===== config.mk =====
export PLATFORM = sky130hd
export DESIGN_NAME = scrambler_sync_ctrl
export DESIGN_NICKNAME = d
export VERILOG_FILES = /design/src/rtl/scrambler_sync_ctrl.sv
export SDC_FILE = /design/constraint.sdc
export NUM_CORES = 1
export LEC_CHECK = 0
export ABC_AREA = 0
export BUFFER_PORTS_ARGS = -buffer_cell sky130_fd_sc_hd__buf_2
export CAP_MARGIN = 20
export CORE_ASPECT_RATIO = 0.8
export CORE_MARGIN = 2
export CORE_UTILIZATION = 43
export CTS_BUF_LIST = sky130_fd_sc_hd__clkbuf_8 sky130_fd_sc_hd__clkbuf_16
export DETAILED_ROUTE_END_ITERATION = 10
export PLACE_DENSITY = 0.78
export SETUP_SLACK_MARGIN = 0.05
export SYNTH_ARGS = -nofsm -noshare
export SYNTH_HDL_FRONTEND = slang
export SYNTH_SLANG_ARGS = --single-unit
export TNS_END_PERCENT = 5

===== constraint.sdc =====
create_clock -name clk -period 2.7 [get_ports clk]
set_clock_uncertainty 0.2 [all_clocks]
set_input_delay 0.135 -clock clk [delete_from_list [all_inputs] [get_ports clk]]
set_output_delay 0.135 -clock clk [all_outputs]
set_load 0.1 [all_outputs]

===== src/rtl/scrambler_sync_ctrl.sv =====
// Lock/sync controller for the x^58+x^39+1 self-synchronizing descrambler on the receive path.
// Optional bit-error counter enabled by defining SCRAMBLER_SYNC_BIT_ERR_EN.
module scrambler_sync_ctrl #(
  parameter int unsigned WIDTH        = 256,
  parameter int unsigned GOOD_CNT     = 8,
  parameter int unsigned BAD_LIMIT    = 4,
  parameter int unsigned WINDOW       = 64,
  parameter int unsigned HUNT_TIMEOUT = 32,
  parameter int unsigned FLUSH_CYCLES = 2
) (
  input  logic             clk,
  input  logic             srst_n,
  input  logic             din_valid,
  input  logic [WIDTH-1:0] din,
  output logic             descram_ena,
  output logic             descram_flush,
  output logic             locked,
  output logic             dout_valid,
  output logic [7:0]       loss_cnt,
  output logic [1:0]       state,
  output logic [15:0]      bit_err_cnt
);

  typedef enum logic [1:0] {
    StHunt   = 2'd0,
    StLocked = 2'd1,
    StFlush  = 2'd2
  } state_e;

  localparam logic [7:0]  GoodCnt     = 8'(GOOD_CNT);
  localparam logic [15:0] BadLimit    = 16'(BAD_LIMIT);
  localparam logic [15:0] Window      = 16'(WINDOW);
  localparam logic [15:0] HuntTimeout = 16'(HUNT_TIMEOUT);
  localparam logic [15:0] FlushLast   = 16'(FLUSH_CYCLES - 1);

  state_e      state_q;
  logic [7:0]  good_run_q;
  logic [15:0] bad_run_q;
  logic [15:0] win_cnt_q;
  logic [15:0] bad_cnt_q;
  logic [15:0] flush_cnt_q;
  logic        locked_q;
  logic        ena_q;
  logic        flush_q;
  logic        dout_valid_q;
  logic [7:0]  loss_cnt_q;

  logic        word_good;
  logic        word_bad;
  logic [7:0]  good_run_inc;
  logic [15:0] bad_run_inc;
  logic [15:0] win_cnt_inc;
  logic [15:0] bad_cnt_inc;

  assign word_good    = din_valid && (din == '0);
  assign word_bad     = din_valid && (din != '0);
  assign good_run_inc = good_run_q + 8'd1;
  assign bad_run_inc  = bad_run_q + 16'd1;
  assign win_cnt_inc  = win_cnt_q + 16'd1;
  assign bad_cnt_inc  = bad_cnt_q + 16'd1;

  always_ff @(posedge clk) begin
    if (!srst_n) begin
      state_q      <= StHunt;
      good_run_q   <= '0;
      bad_run_q    <= '0;
      win_cnt_q    <= '0;
      bad_cnt_q    <= '0;
      flush_cnt_q  <= '0;
      locked_q     <= 1'b0;
      ena_q        <= 1'b1;
      flush_q      <= 1'b0;
      dout_valid_q <= 1'b0;
      loss_cnt_q   <= '0;
    end else begin
      // Qualify on the state at this edge: the lock-completing word is not passed on.
      dout_valid_q <= din_valid && (state_q == StLocked);
      unique case (state_q)
        StHunt: begin
          if (word_good) begin
            bad_run_q <= '0;
            if (good_run_inc == GoodCnt) begin
              state_q    <= StLocked;
              locked_q   <= 1'b1;
              good_run_q <= '0;
              win_cnt_q  <= '0;
              bad_cnt_q  <= '0;
            end else begin
              good_run_q <= good_run_inc;
            end
          end else if (word_bad) begin
            good_run_q <= '0;
            if (bad_run_inc == HuntTimeout) begin
              state_q     <= StFlush;
              flush_q     <= 1'b1;
              ena_q       <= 1'b0;
              flush_cnt_q <= '0;
              bad_run_q   <= '0;
            end else begin
              bad_run_q <= bad_run_inc;
            end
          end
        end
        StLocked: begin
          if (din_valid) begin
            // Limit is tested before the window roll so a hit on the last word still drops lock.
            if (word_bad && (bad_cnt_inc == BadLimit)) begin
              state_q    <= StHunt;
              locked_q   <= 1'b0;
              good_run_q <= '0;
              bad_run_q  <= '0;
              if (loss_cnt_q != 8'hff) begin
                loss_cnt_q <= loss_cnt_q + 8'd1;
              end
            end else if (win_cnt_inc == Window) begin
              win_cnt_q <= '0;
              bad_cnt_q <= '0;
            end else begin
              win_cnt_q <= win_cnt_inc;
              if (word_bad) begin
                bad_cnt_q <= bad_cnt_inc;
              end
            end
          end
        end
        StFlush: begin
          if (flush_cnt_q == FlushLast) begin
            state_q    <= StHunt;
            flush_q    <= 1'b0;
            ena_q      <= 1'b1;
            good_run_q <= '0;
            bad_run_q  <= '0;
          end else begin
            flush_cnt_q <= flush_cnt_q + 16'd1;
          end
        end
        default: state_q <= StHunt;
      endcase
    end
  end

  assign descram_ena   = ena_q;
  assign descram_flush = flush_q;
  assign locked        = locked_q;
  assign dout_valid    = dout_valid_q;
  assign loss_cnt      = loss_cnt_q;
  assign state         = state_q;

`ifdef SCRAMBLER_SYNC_BIT_ERR_EN
  localparam int unsigned PopW = $clog2(WIDTH + 1);

  logic [PopW-1:0] pop_d;
  logic [PopW-1:0] pop_q;
  logic [15:0]     bit_err_q;
  logic [16:0]     bit_err_sum;

  always_comb begin
    pop_d = '0;
    for (int i = 0; i < WIDTH; i++) begin
      pop_d = pop_d + PopW'(din[i]);
    end
  end

  assign bit_err_sum = {1'b0, bit_err_q} + 17'(pop_q);

  // Popcount is registered first, so the accumulated count trails the word by one extra cycle.
  always_ff @(posedge clk) begin
    if (!srst_n) begin
      pop_q     <= '0;
      bit_err_q <= '0;
    end else begin
      pop_q     <= (din_valid && (state_q == StLocked)) ? pop_d : '0;
      bit_err_q <= bit_err_sum[16] ? 16'hffff : bit_err_sum[15:0];
    end
  end

  assign bit_err_cnt = bit_err_q;
`else
  assign bit_err_cnt = '0;
`endif

endmodule


==> metrics.cfg <==
[run_status]
status = finished with violations
violations = negative setup slack

[synthesis]
synth_top_area_share_pct = 28.7
yosysMostFrequentCell = nand2_1
synth-seq-cells = 86
yosys.area.top_type = dfxtp_1
syn_inst = 796
synthXorXnorAreaFrac_pct = 2.34
synth_edf_count = 0
ys_warn_count = 0
yosys.area_share.simple_pct = 39.3
avgSynthCellArea_um2 = 7.53
synth_fa_ha_area_share_pct = 2.71
synth_top_family_by_area = simple AND/OR/NAND/NOR gates
seq_area_frac_synth_pct = 28.7
synth_area_leaders = dfxtp_1, nor4_1, nand2_1
netlist_top_cells_count = nand2_1, dfxtp_1, nor4_1
synth_compound_area_share_pct = 18.3
synth_area_um2 = 5990
synth_cell_types = 72
synth.area.mux_share_pct = 2.00
synthArstFlopShare_pct = 0
ys.flop_type = dfxtp_1

[floorplan]
ios = 289
die_w_um = 136
row_count = 38
die_area_um2 = 14900
initial_core_util_pct = 44.1
dieHeight_um = 110
core_area_um2 = 13600

[sta]
fin_ws_ns = -0.0990
clock.fmax_mhz = 357
fin_crit_ns = 2.80
setup_viol = 24
report.final.slew_viol_count = 0
worstMarginPinSlew_ns = 0.897
hold_viol_final = 0
rsz0062_at_grt = yes
slew_headroom_pct = 40.2
fin_crit_sh_pct = 104

[setup_path]
crit_chain = nand3_2 > or3_4 > mux2i_1 > a31o_2 > a311oi_4 > buf_4 > o21ai_4 > buf_4 > o21a_1 > o21a_1
cp-start-kind = flip-flop
cp_num_buf_inv = 2
cp.required_ns = 2.74
cp_slowest_cell = or3_4
crit_path_max_fanout = 6
cp_top_family = compound AO/OA/AOI/OAI gates
arrival_ns = 2.84
crit_type = reg -> reg
endpoint_kind = flip-flop
crit_path_max_incr_delay_ns = 0.43

[clock_network]
clkTransAtPathRegs_ns = 0.06
cts_buffer_depth = 2
postCtsHoldBufs = 0
cts_made_buffers = 9
clk_latency_ns = 0.35
ctsHtreeMaxLevel = 3
cts_tree = yes
cts-root-buf = clkbuf_16
clock_sinks = 86

[final_layout]
postLayoutCoreUtil_pct = 68.3
drive_gt1_share_pct = 45.3
final_area_um2 = 9290
final_nets = 1449
syn2layout_area_growth_pct = 54.9

[placed_design]
place_congestion = 0.956
dpl-instance-area_um2 = 8450
dp_slack_ns = -0.361
port_buffers = 272
dpl.hpwl_um = 18300

[grt]
grt_pass1_vias = 7137
grt_max_degree = 86
grt_remaining_overflow = 0
grt_usage_pct = 31.5
antenna_found_initial = 3
grt_pass1_wl_um = 36700

[routing]
drtIter0Drc = 832
firstDrtPassIters = 5
drcViolationCount = 0
wl_per_cell_um = 18.2
avgViaCountPerCell = 5.86
wl_um = 24800
via_count = 7993
postRouteAntennaNets = 0

[power_and_ir_drop]
vdd_ir_drop_max_uv = 356
seqPwrFrac_pct = 42.2
pwr-share-clk_pct = 43.1
p_comb_share_pct = 14.7
leakage_nw = 3.86
switching_share_pct = 26.4
p_int_mw = 2.21
power_density_nw_per_um2 = 323
p_sw_mw = 0.792

[flow_run]
max_cap_viol_count = 0

[hold_path]
holdCritPathClass = in -> reg

==> cells in the final DEF (no fill, tap or decap), types with 11 or more instances in the layout <==
| cell type | n |
|---|---|
| nor4_2 | 12 |
| o22ai_1 | 11 |
| buf_4 | 123 |
| nor2_1 | 49 |
| a21oi_1 | 33 |
| o21ai_0 | 19 |
| buf_6 | 13 |
| nand3_1 | 57 |
| nor4_1 | 67 |
| conb_1 | 16 |
| mux2i_1 | 11 |
| inv_1 | 26 |
| nand4_1 | 41 |
| buf_2 | 272 |
| and3_1 | 11 |
| nor3_1 | 20 |
| nand2_1 | 89 |
| dfxtp_2 | 16 |
| dfxtp_1 | 63 |
| xnor2_1 | 13 |
| or3_1 | 15 |
==> area by class of cell <==
type,instances,area (µm²)
sequential,86,1770
inverter,26,97.6
clock inverter,4,47.5
antenna,2,5.00
tap,180,225
fill,1116,4310
clock buffer,11,253
timing repair buffer,412,2520
multi-input combinational,642,4370
==> power groups by stage <==
| stage | clock network (mW) | logic [mW] | registers, mW |
|---|---|---|---|
| 2_1_floorplan | 0 | 0.187 | 1.30 |
| 3_3_place_gp | 0 | 0.412 | 1.30 |
| 3_5_place_dp | 0 | 0.416 | 1.30 |
| 4_1_cts | 1.30 | 0.428 | 1.27 |
| 5_1_grt | 1.35 | 0.466 | 1.27 |
| 6_report | 1.29 | 0.441 | 1.27 |
==> kinds of logic (layout without fill, tap and decap cells) <==
| group | count (synthesis) | count (layout) |
|---|---|---|
| flip-flops | 86 | 86 |
| multiplexers | 12 | 12 |
| buffers and inverters | 83 | 453 |
| XOR/XNOR | 16 | 16 |
| AO/OA/AOI/OAI | 157 | 157 |
| adder cells (fa/ha/maj) | 13 | 13 |
| other | 1 | 18 |
| AND/OR/NAND/NOR | 428 | 428 |
==> per-stage QoR <==
| step | instances | TNS (ns) | hold slack, ns | total power, mW |
|---|---|---|---|---|
| floorplan | 811 | 0 | 0.244 | 1.49 |
| global placement | 1336 | -8.38 | 0.271 | 1.71 |
| detailed placement | 1336 | -14.17 | 0.277 | 1.72 |
| CTS | 1358 | -0.139 | 0.0346 | 2.99 |
| global route | 1363 | -4.31 | 0.0721 | 3.08 |
| finish | 1363 | -0.952 | 0.0476 | 3.00 |
==> metal layers <==
metal	GRT usage [%]	share of wire [%]	vias up
met4	13.7	3.9	0
met2	49.7	46	400
li1	-	-	3797
met5	0	0	-
met3	4.89	7.2	46
met1	42.7	43	3750
==> worst paths after layout <==
path                      start       endpoint  slack [ns]  depth (start not counted)
setup reg to reg   bad_cnt_q[4]   bad_cnt_q[9]        -0.1                         10
hold / removal           srst_n  good_run_q[6]        0.05                          3
setup / recovery   bad_cnt_q[4]   bad_cnt_q[9]        -0.1                         10
hold reg to reg   bad_run_q[10]  bad_run_q[10]        0.28                          1
==> state kept, by name, summed over array words and instances (netlist names) <==
register,flops
bad_cnt_q,16
bad_run_q,16
flush_cnt_q,16
win_cnt_q,16
good_run_q,8
loss_cnt,8
state,2
descram_ena,1
descram_flush,1
dout_valid,1
locked,1
==> worst min-delay path: cells and delay by family <==
kind / cells / cell delay (ns)
buffers and inverters: 2 / 0.26
AOI/OAI and AO/OA: 1 / 0.16
==> repair_timing <==
action | 4_1_cts | 5_1_grt
buffers inserted | 6 | 3
gates cloned | 1 | 0
pin swaps | 22 | 25
resized for setup | 52 | 50
endpoints found under the setup margin | 61 | 81
Note: power is estimated with default switching activity, not from simulation.
